===== src/rtl/mem_arbiter.sv =====
// mem_arbiter: shares one single-ported memory between an instruction-fetch
// requester and a data (load/store) requester. Data normally has priority.
// A small starvation counter lets a waiting fetch win once data has been
// granted STARVE_LIMIT times in a row while the fetch was waiting.
module mem_arbiter #(
    parameter int STARVE_LIMIT = 4
) (
    input  logic        clk,
    input  logic        reset,
    // fetch side
    input  logic        if_req,
    input  logic [31:0] if_addr,
    output logic [31:0] if_rdata,
    output logic        if_ack,
    // data side
    input  logic        d_req,
    input  logic        d_we,
    input  logic [2:0]  d_mode,
    input  logic [31:0] d_addr,
    input  logic [31:0] d_wdata,
    output logic [31:0] d_rdata,
    output logic        d_ack,
    // memory side
    output logic        m_req,
    output logic        m_we,
    output logic [2:0]  m_mode,
    output logic [31:0] m_addr,
    output logic [31:0] m_wdata,
    input  logic [31:0] m_rdata,
    input  logic        m_ack,
    // pipeline hold
    output logic        stall
);

    // Word load/store encoding, used for every fetch and as the reset mode.
    localparam logic [2:0] MODE_LW = 3'b010;
    localparam logic [2:0] LIMIT   = 3'(STARVE_LIMIT);

    typedef enum logic [1:0] {
        IDLE   = 2'd0,
        BUSY_I = 2'd1,
        BUSY_D = 2'd2
    } state_t;

    state_t      state_q, state_d;
    logic [2:0]  starve_q, starve_d;
    logic        m_we_q, m_we_d;
    logic [2:0]  m_mode_q, m_mode_d;
    logic [31:0] m_addr_q, m_addr_d;
    logic [31:0] m_wdata_q, m_wdata_d;
    logic        grant_i, grant_d;
    logic        if_ack_c, d_ack_c;

    // Arbitration, ack generation and capture of the granted request.
    always_comb begin
        state_d   = state_q;
        starve_d  = starve_q;
        m_we_d    = m_we_q;
        m_mode_d  = m_mode_q;
        m_addr_d  = m_addr_q;
        m_wdata_d = m_wdata_q;
        if_ack_c  = 1'b0;
        d_ack_c   = 1'b0;
        grant_i   = 1'b0;
        grant_d   = 1'b0;

        case (state_q)
            IDLE: begin
                // data wins a tie unless the fetch has waited long enough
                if (d_req && !(if_req && (starve_q == LIMIT))) begin
                    grant_d = 1'b1;
                end else if (if_req) begin
                    grant_i = 1'b1;
                end
            end
            BUSY_I: begin
                if (m_ack) begin
                    if_ack_c = 1'b1;
                    if (d_req) begin
                        grant_d = 1'b1;
                    end else begin
                        state_d = IDLE;
                    end
                end
            end
            BUSY_D: begin
                if (m_ack) begin
                    d_ack_c = 1'b1;
                    if (if_req) begin
                        grant_i = 1'b1;
                    end else begin
                        state_d = IDLE;
                    end
                end
            end
            default: begin
                state_d = IDLE;
            end
        endcase

        if (grant_d) begin
            state_d   = BUSY_D;
            m_we_d    = d_we;
            m_mode_d  = d_mode;
            m_addr_d  = d_addr;
            m_wdata_d = d_wdata;
            // only grants that make a live fetch wait count towards starvation
            if (!if_req) begin
                starve_d = 3'd0;
            end else if (starve_q != LIMIT) begin
                starve_d = starve_q + 3'd1;
            end
        end else if (grant_i) begin
            state_d   = BUSY_I;
            m_we_d    = 1'b0;
            m_mode_d  = MODE_LW;
            m_addr_d  = if_addr;
            m_wdata_d = 32'h0;
            starve_d  = 3'd0;
        end
    end

    // State, starvation counter and the memory request register.
    always_ff @(posedge clk or posedge reset) begin
        if (reset) begin
            state_q   <= IDLE;
            starve_q  <= 3'd0;
            m_we_q    <= 1'b0;
            m_mode_q  <= MODE_LW;
            m_addr_q  <= 32'h0;
            m_wdata_q <= 32'h0;
        end else begin
            state_q   <= state_d;
            starve_q  <= starve_d;
            m_we_q    <= m_we_d;
            m_mode_q  <= m_mode_d;
            m_addr_q  <= m_addr_d;
            m_wdata_q <= m_wdata_d;
        end
    end

    assign m_req    = (state_q != IDLE);
    assign m_we     = m_we_q;
    assign m_mode   = m_mode_q;
    assign m_addr   = m_addr_q;
    assign m_wdata  = m_wdata_q;

    assign if_ack   = if_ack_c;
    assign d_ack    = d_ack_c;
    assign if_rdata = if_ack_c ? m_rdata : 32'h0;
    assign d_rdata  = d_ack_c ? m_rdata : 32'h0;

    assign stall    = (if_req & ~if_ack_c) | (d_req & ~d_ack_c);

endmodule

===== config.mk =====
export PLATFORM = sky130hd
export DESIGN_NAME = mem_arbiter
export DESIGN_NICKNAME = d
export VERILOG_FILES = /design/src/rtl/mem_arbiter.sv
export SDC_FILE = /design/constraint.sdc
export NUM_CORES = 1
export LEC_CHECK = 0
export ABC_AREA = 1
export CAP_MARGIN = 20
export CORE_MARGIN = 1.5
export CORE_UTILIZATION = 25
export DETAILED_ROUTE_END_ITERATION = 7
export HOLD_SLACK_MARGIN = 0.1
export PLACE_DENSITY_LB_ADDON = 0.05
export SKIP_CTS_REPAIR_TIMING = 1
export SLEW_MARGIN = 20
export SYNTH_ARGS = -nofsm -noshare
export SYNTH_HDL_FRONTEND = slang
export SYNTH_SLANG_ARGS = --single-unit

===== constraint.sdc =====
create_clock -name clk -period 3.15 [get_ports clk]
set_input_delay 0.63 -clock clk [delete_from_list [all_inputs] [get_ports clk]]
set_output_delay 0.63 -clock clk [all_outputs]
set_load 0.01 [all_outputs]

==> key figures, run 1 <==
Floorplanning
  – Die span in x: 128 um
  – Placeable core area: 15200 um2
  – Die height: 128 um
  – Cell Rows: 45
  – I/O pin count: 273
  – Starting density of the core: 0.255
  – Overall die area: around 16000 um2

Layout
  – # fillers: 1534
  – Layout Nets: 951
  – Layout cell share with drive strength beyond 1: 0.0514
  – Post-synthesis to final-layout area growth: 82.4%
  – Final instance area: between 7000 and 8000 um2
  – Antenna Diode Count: 0
  – Final std cells w/o fill: 1005
  – Area of the multi-input gates: 1710 um2
  – Finished Core Util: 0.465
  – Reg area: 1830 um2

Timing
  – Max-slew violation count: 0
  – Total Negative Setup Slacks: 0 ns
  – Maximum clock rate: 0.339 GHz
  – Period utilisation layout: 0.936
  – Tmin final: 2.95 ns
  – Worst Tran Pin Value: around 0.63 ns
  – Number of endpoints with negative hold slack in the final report: 0
  – Rel. slew slack: 0.580
  – Setup repair after global routing missed its margin: no
  – Endpoints failing setup: 0
  – Worst Slack Setup Final: 0.202 ns
  – Skew final: ~0.0062 ns
  – Hold Worst Slack: 0.491 ns

Yosys
  – Synth cell types: 21
  – Library cell occupying the most area in the post-synthesis netlist: sky130_fd_sc_hd__dfrtp_1
  – Area of the mapped netlist: 3880 um2
  – Post-synth EDFFs: 0
  – Count of yosys warnings during synthesis: 0
  – Average footprint of a synthesized cell: 7.01 um2
  – Leading cell types by count after synthesis: sky130_fd_sc_hd__nand2_1, sky130_fd_sc_hd__nand3_1, sky130_fd_sc_hd__dfrtp_1
  – Gate count of the mapped netlist: 553
  – Prevailing post-synth register cell: sky130_fd_sc_hd__dfrtp_1
  – Share of the yosys chip area belonging to registers: 0.471
  – Leading post-synthesis cells by cell area: sky130_fd_sc_hd__dfrtp_1, sky130_fd_sc_hd__nand2_1, sky130_fd_sc_hd__nand3_1, sky130_fd_sc_hd__nor2_1, sky130_fd_sc_hd__inv_1
  – Portion of synthesized cell area occupied by the leading cell type: 0.465
  – Synthesis-stage register bit count: 73
  – Async set or reset register ratio after synthesis: 1.00
  – Most numerous cell in the Yosys netlist: sky130_fd_sc_hd__nand2_1
  – Number of nets produced by synthesis: between 600 and 700

Clock tree
  – Buffer type at the clock tree root: sky130_fd_sc_hd__clkbuf_16
  – TritonCTS clock tree: yes
  – Clock Latency Late Sink: 0.33 ns
  – Maximum count of clock buffers along a single path: 2
  – Clock tree sinks: 73
  – Register clock-pin slew on the reported worst setup and hold paths: 0.06 ns
  – CTS Buf Count: 9
  – Number of H-tree branching levels: 3

Setup path
  – Type of element launching the critical path: primary input
  – R2r worst-path depth: 9
  – Required time at the endpoint of the critical path: 2.52 ns
  – Crit end category: output port
  – Arrival time of data at the critical path endpoint: between 2 and 2.5 ns
  – Crit Path Class: in -> out
  – Maximum net fanout on the critical path: 34

Run status
  – Run status: finished clean

Route
  – Vias after detailed routing: around 4400
  – Router iterations before antenna repair: 4
  – Via count normalized by instance count: 4.40
  – Iteration-0 DRC Markers: 208
  – DRC errors left: 0
  – Mean routed wirelength per cell: 14.2 um
  – Wire length after detailed routing: approximately 14000 um
  – Antenna-violating nets left: 0

Power and ir drop
  – Total power: between 5 and 6 mW
  – Standby leakage power: 3.47 nW
  – Power Dens Cells: between 700 and 800 nW/um2
  – Worst IR drop on VDD: 0.393 mV

GRT
  – Number of antenna violations at the first check in global routing: 0
  – Largest net degree at the start of global routing: 46
  – Number of global-route vias before repair: roughly 4100
  – Total gr overflow: 0
  – Wire length of the first global-routing pass: 22100 um
  – Tot GR Track Use: 0.171

Placement
  – Worst slack after detailed placement: 0.222 ns
  – Sum of net half-perimeters after detailed placement: 10600 um
  – Placed Instances: around 990
  – Number of buffer cells added on primary ports: 272
  – RePlAce Congestion: about 0.86
  – Placement-stage cell area: 6780 um2

Hold path
  – Class of the worst hold path: reg -> reg
  – Cells on Worst Hold Path: 2

Job
  – Max Cap Viol: 0
-- routing by layer --
layer	wire (um)	GRT usage	vias to the layer above
met5	0	0	-
met4	154	0.0381	0
met3	908	0.0444	13
met2	6900	0.287	149
met1	6320	0.221	2025
li1	-	-	2235
-- cell usage in the layout, fill, tap and decap left out, drive strengths merged, types with 4 or more instances in the layout --
cell and instances:
nor2 66, buf 13, inv 44, nand3 109, nand2 214, nand4 4
clkbuf 9, clkinv 4, clkdlybuf4s50 272, dfrtp 72
-- flip-flops by register name, indices dropped and copies added (netlist names) --
name,count
m_wdata,32
starve_q,3
m_addr,32
m_mode,3
m_we,1
state_q,2
-- worst max-delay path, stage by stage --
cell and delay, ns:
sky130_fd_sc_hd__clkdlybuf4s50_1 0.50, sky130_fd_sc_hd__nand2_1 0.11, sky130_fd_sc_hd__buf_4 0.33, sky130_fd_sc_hd__a22o_1 0.20, sky130_fd_sc_hd__clkdlybuf4s50_1 0.54
-- area by class of cell --
type                       count  area share
multi-input combinational    400       0.242
inverter                      43      0.0228
sequential                    73       0.258
timing repair buffer         285       0.402
tap                          188      0.0332
clock inverter                 7     0.00990
clock buffer                   9      0.0318
-- report_power, final --
part / leakage (nW) / switching (mW) / internal, mW / total [mW]
clock: 0.146 / 0.401 / 0.613 / 1.01
combinational: 2.41 / 1.43 / 1.39 / 2.82
sequential: 0.919 / 0.233 / 1.36 / 1.60
-- final timing paths --
| kind | startpoint | endpoint | slack [ns] |
|---|---|---|---|
| worst max-delay path | m_ack | stall | 0.20 |
| worst min-delay path | m_mode[1] | m_mode[1] | 0.49 |
| worst max register to register | starve_q[0] | m_addr[29] | 1.13 |
| worst min register to register | m_mode[1] | m_mode[1] | 0.49 |
| max in group asynchronous | reset | m_wdata[7] | 1.78 |
| min in group asynchronous | reset | m_wdata[15] | 0.70 |
-- cells by family after synthesis --
| group | synth area share |
|---|---|
| flip-flops | 0.471 |
| adder cells (fa/ha/maj) | 0.00645 |
| AND/OR/NAND/NOR | 0.428 |
| buffers and inverters | 0.0884 |
| AO/OA/AOI/OAI | 0.00613 |
Note: power is estimated with default switching activity, not from simulation.
==> run 2: changes to the inputs <==
- HOLD_SLACK_MARGIN: 0.1 -> unset
==> results of run 2 <==
Final layout, timing and power as in run 1 (identical DEF).
==> run 3: changes to the inputs <==
- ABC_CLOCK_PERIOD_IN_PS: unset -> 2800
- PLACE_DENSITY_LB_ADDON: 0.05 -> unset
- clock period: 3.15 -> 2.8 ns (I/O delays scaled with it)
==> run 3 against run 2 <==
Non-clock buffer count is 2 higher. Wire length is 2.6% lower. Register-to-register slack worse by 0.18 ns. Clock skew is 0.0016 ns higher. Cell area is 1.2% higher. Utilization is 0.55 points higher. Sequential share of layout area is 0.30 points lower.
==> key figures, run 3 (same netlist as run 1, synthesis figures left out) <==
Run status
  – Run status: finished clean

Setup path
  – Type of element launching the critical path: primary input
  – Maximum net fanout on the critical path: 35 (+2.9%)
  – Crit end category: output port
  – Crit path from: m_ack
  – Required time at the endpoint of the critical path: 2.24 ns (-0.28 ns)
  – Crit Path Class: in -> out
  – Flop2flop setup slack: 0.95 ns (-0.18 ns)
  – Reg2Reg Capture Point: m_we
  – Critical R2R Launch: starve_q[0]
  – Arrival time of data at the critical path endpoint: 2.06 ns (-0.26 ns)
  – R2r worst-path depth: 9 (unchanged)

Clock tree
  – Number of H-tree branching levels: 3 (unchanged)
  – CTS Buf Count: 9 (unchanged)
  – Clock Latency Late Sink: 0.33 ns (about the same)
  – Register clock-pin slew on the reported worst setup and hold paths: 0.06 ns (about the same)
  – Maximum count of clock buffers along a single path: 2 (unchanged)
  – Buffer type at the clock tree root: sky130_fd_sc_hd__clkbuf_16
  – TritonCTS clock tree: yes
  – Clock tree sinks: 73 (unchanged)

Timing
  – Endpoints failing setup: 0 (unchanged)
  – Rel. slew slack: 0.642 (+0.0625)
  – Number of endpoints with negative hold slack in the final report: 0 (unchanged)
  – Tmin final: 2.62 ns
  – Total Negative Setup Slacks: 0 ns (unchanged)
  – Max-slew violation count: 0 (unchanged)
  – Skew final: 0.00779 ns (+0.00164 ns)
  – Maximum clock rate: 0.382 GHz
  – Period utilisation layout: 0.934
  – Worst Tran Pin Value: 0.537 ns (-0.0915 ns)
  – Setup repair after global routing missed its margin: no

Route
  – Router iterations before antenna repair: 4 (unchanged)
  – Iteration-0 DRC Markers: 280 (+35%)
  – Wire length after detailed routing: 13900 um (-2.6%)
  – Mean routed wirelength per cell: 13.8 um (-2.8%)
  – Vias after detailed routing: 4385 (-0.84%)
  – Antenna-violating nets left: 0 (unchanged)
  – Via count normalized by instance count: 4.35 (-1.0%)
  – DRC errors left: 0 (unchanged)

GRT
  – Most Used Layer, Global Route: met2
  – Number of antenna violations at the first check in global routing: 0 (unchanged)
  – M1 GR Usage: 0.213 (-0.00801)
  – Wire length of the first global-routing pass: 21900 um (-1.1%)
  – Total gr overflow: 0 (unchanged)
  – Number of global-route vias before repair: 4153 (+0.22%)
  – Met3 demand-to-capacity share in global routing: 0.0528 (+0.00838)
  – Largest net degree at the start of global routing: 59 (+28%)
  – Met2 usage: 0.281 (-0.00572)
  – Tot GR Track Use: 0.169 (-0.00190)

Hold path
  – Class of the worst hold path: reg -> reg
  – Worst hold path startpoint: m_mode[1]
  – Cells on Worst Hold Path: 2 (unchanged)
  – Worst min-delay path endpoint: m_mode[1]

Power and ir drop
  – Standby leakage power: 3.51 nW (+1.2%)
  – Worst IR drop on VDD: 0.419 mV (+6.6%)
  – Power Dens Cells: 872 nW/um2 (+14%)

Layout
  – Layout cell share with drive strength beyond 1: 0.0537 (+0.00232)
  – Finished Core Util: 0.471 (+0.00551)
  – Most common library cell in the layout ignoring fill and taps: sky130_fd_sc_hd__clkdlybuf4s50_1
  – Most used cells in the layout excluding fill and tap cells: sky130_fd_sc_hd__clkdlybuf4s50_1, sky130_fd_sc_hd__nand2_1, sky130_fd_sc_hd__nand3_1
  – Antenna Diode Count: 0 (unchanged)
  – Post-synthesis to final-layout area growth: 84.6%
  – Final std cells w/o fill: 1007 (+0.20%)
  – Layout Nets: 953 (+0.21%)

Floorplanning
  – Placeable core area: 15200 um2 (unchanged)
  – Die span in x: 128 um (unchanged)
  – Cell Rows: 45 (unchanged)
  – Die height: 128 um (unchanged)
  – I/O pin count: 273 (unchanged)
  – Overall die area: 16300 um2 (unchanged)
  – Starting density of the core: 0.255 (unchanged)

Placement
  – Placed Instances: 991 (+0.20%)
  – Sum of net half-perimeters after detailed placement: 10100 um (-4.9%)
  – Number of buffer cells added on primary ports: 272 (unchanged)
  – RePlAce Congestion: 0.754 (-12%)

Job
  – Max Cap Viol: 0 (unchanged)
-- run 3: cell count changes in the layout (fill, tap and decap cells not counted) --
cell / before / now
sky130_fd_sc_hd__clkinvlp_4: 1 / 0
sky130_fd_sc_hd__clkinv_4: 1 / 2
sky130_fd_sc_hd__bufinv_16: 1 / 2
sky130_fd_sc_hd__inv_2: 4 / 3
sky130_fd_sc_hd__buf_12: 2 / 5
sky130_fd_sc_hd__inv_6: 1 / 2
sky130_fd_sc_hd__buf_4: 11 / 10
sky130_fd_sc_hd__clkinv_2: 3 / 2
-- run 3: routing by layer --
metal / share of wire / routed length (um) / vias up
li1: - / - / 2245
met1: 0.44 / 6120 / 1978
met2: 0.47 / 6560 / 147
met3: 0.078 / 1090 / 15
met4: 0.012 / 161 / 0
met5: 0 / 0 / -
-- run 3: power by group --
part | switching [mW] | internal, mW | total, mW
Sequential | 0.258 | 1.53 | 1.79
Clock | 0.463 | 0.788 | 1.25
Combinational | 1.59 | 1.61 | 3.20
Total | 2.32 | 3.93 | 6.24
-- run 3: how the worst max path moves through the flow --
stage,to,slack (ns)
final,stall,0.18
after floorplan,m_addr[0],0.39
after CTS,stall,0.18
after detailed placement,stall,0.18
after global routing,stall,0.12
after global placement,stall,0.19
-- run 3: cell type report --
cell class,instances,area [um2]
well taps,188,235
repair buffers,287,2900
flip-flops and latches,73,1830
multi-input cells,400,1710
fillers,1534,8040
clock inverters,7,100
inverters,43,163
clock buffers,9,225
-- run 3: critical path, stage by stage --
cell                              delay (ns)
sky130_fd_sc_hd__clkdlybuf4s50_1        0.52
sky130_fd_sc_hd__nand3_2                0.11
sky130_fd_sc_hd__buf_12                 0.18
sky130_fd_sc_hd__a22o_1                 0.21
sky130_fd_sc_hd__clkdlybuf4s50_1        0.47
-- run 3: per-stage QoR --
| stage | worst slack (ns) | hold slack, ns | area (um2) | total power [mW] |
|---|---|---|---|---|
| 6_report | 0.184 | 0.487 | 7160 | 6.24 |
| 5_1_grt | 0.116 | 0.517 | 7160 | 6.75 |
| 4_1_cts | 0.180 | 0.486 | 7160 | 6.36 |
| 3_5_place_dp | 0.181 | 0.475 | 6830 | 5.06 |
| 3_3_place_gp | 0.190 | 0.478 | 6830 | 5.04 |
| 2_1_floorplan | 0.388 | 0.490 | 3880 | 3.30 |
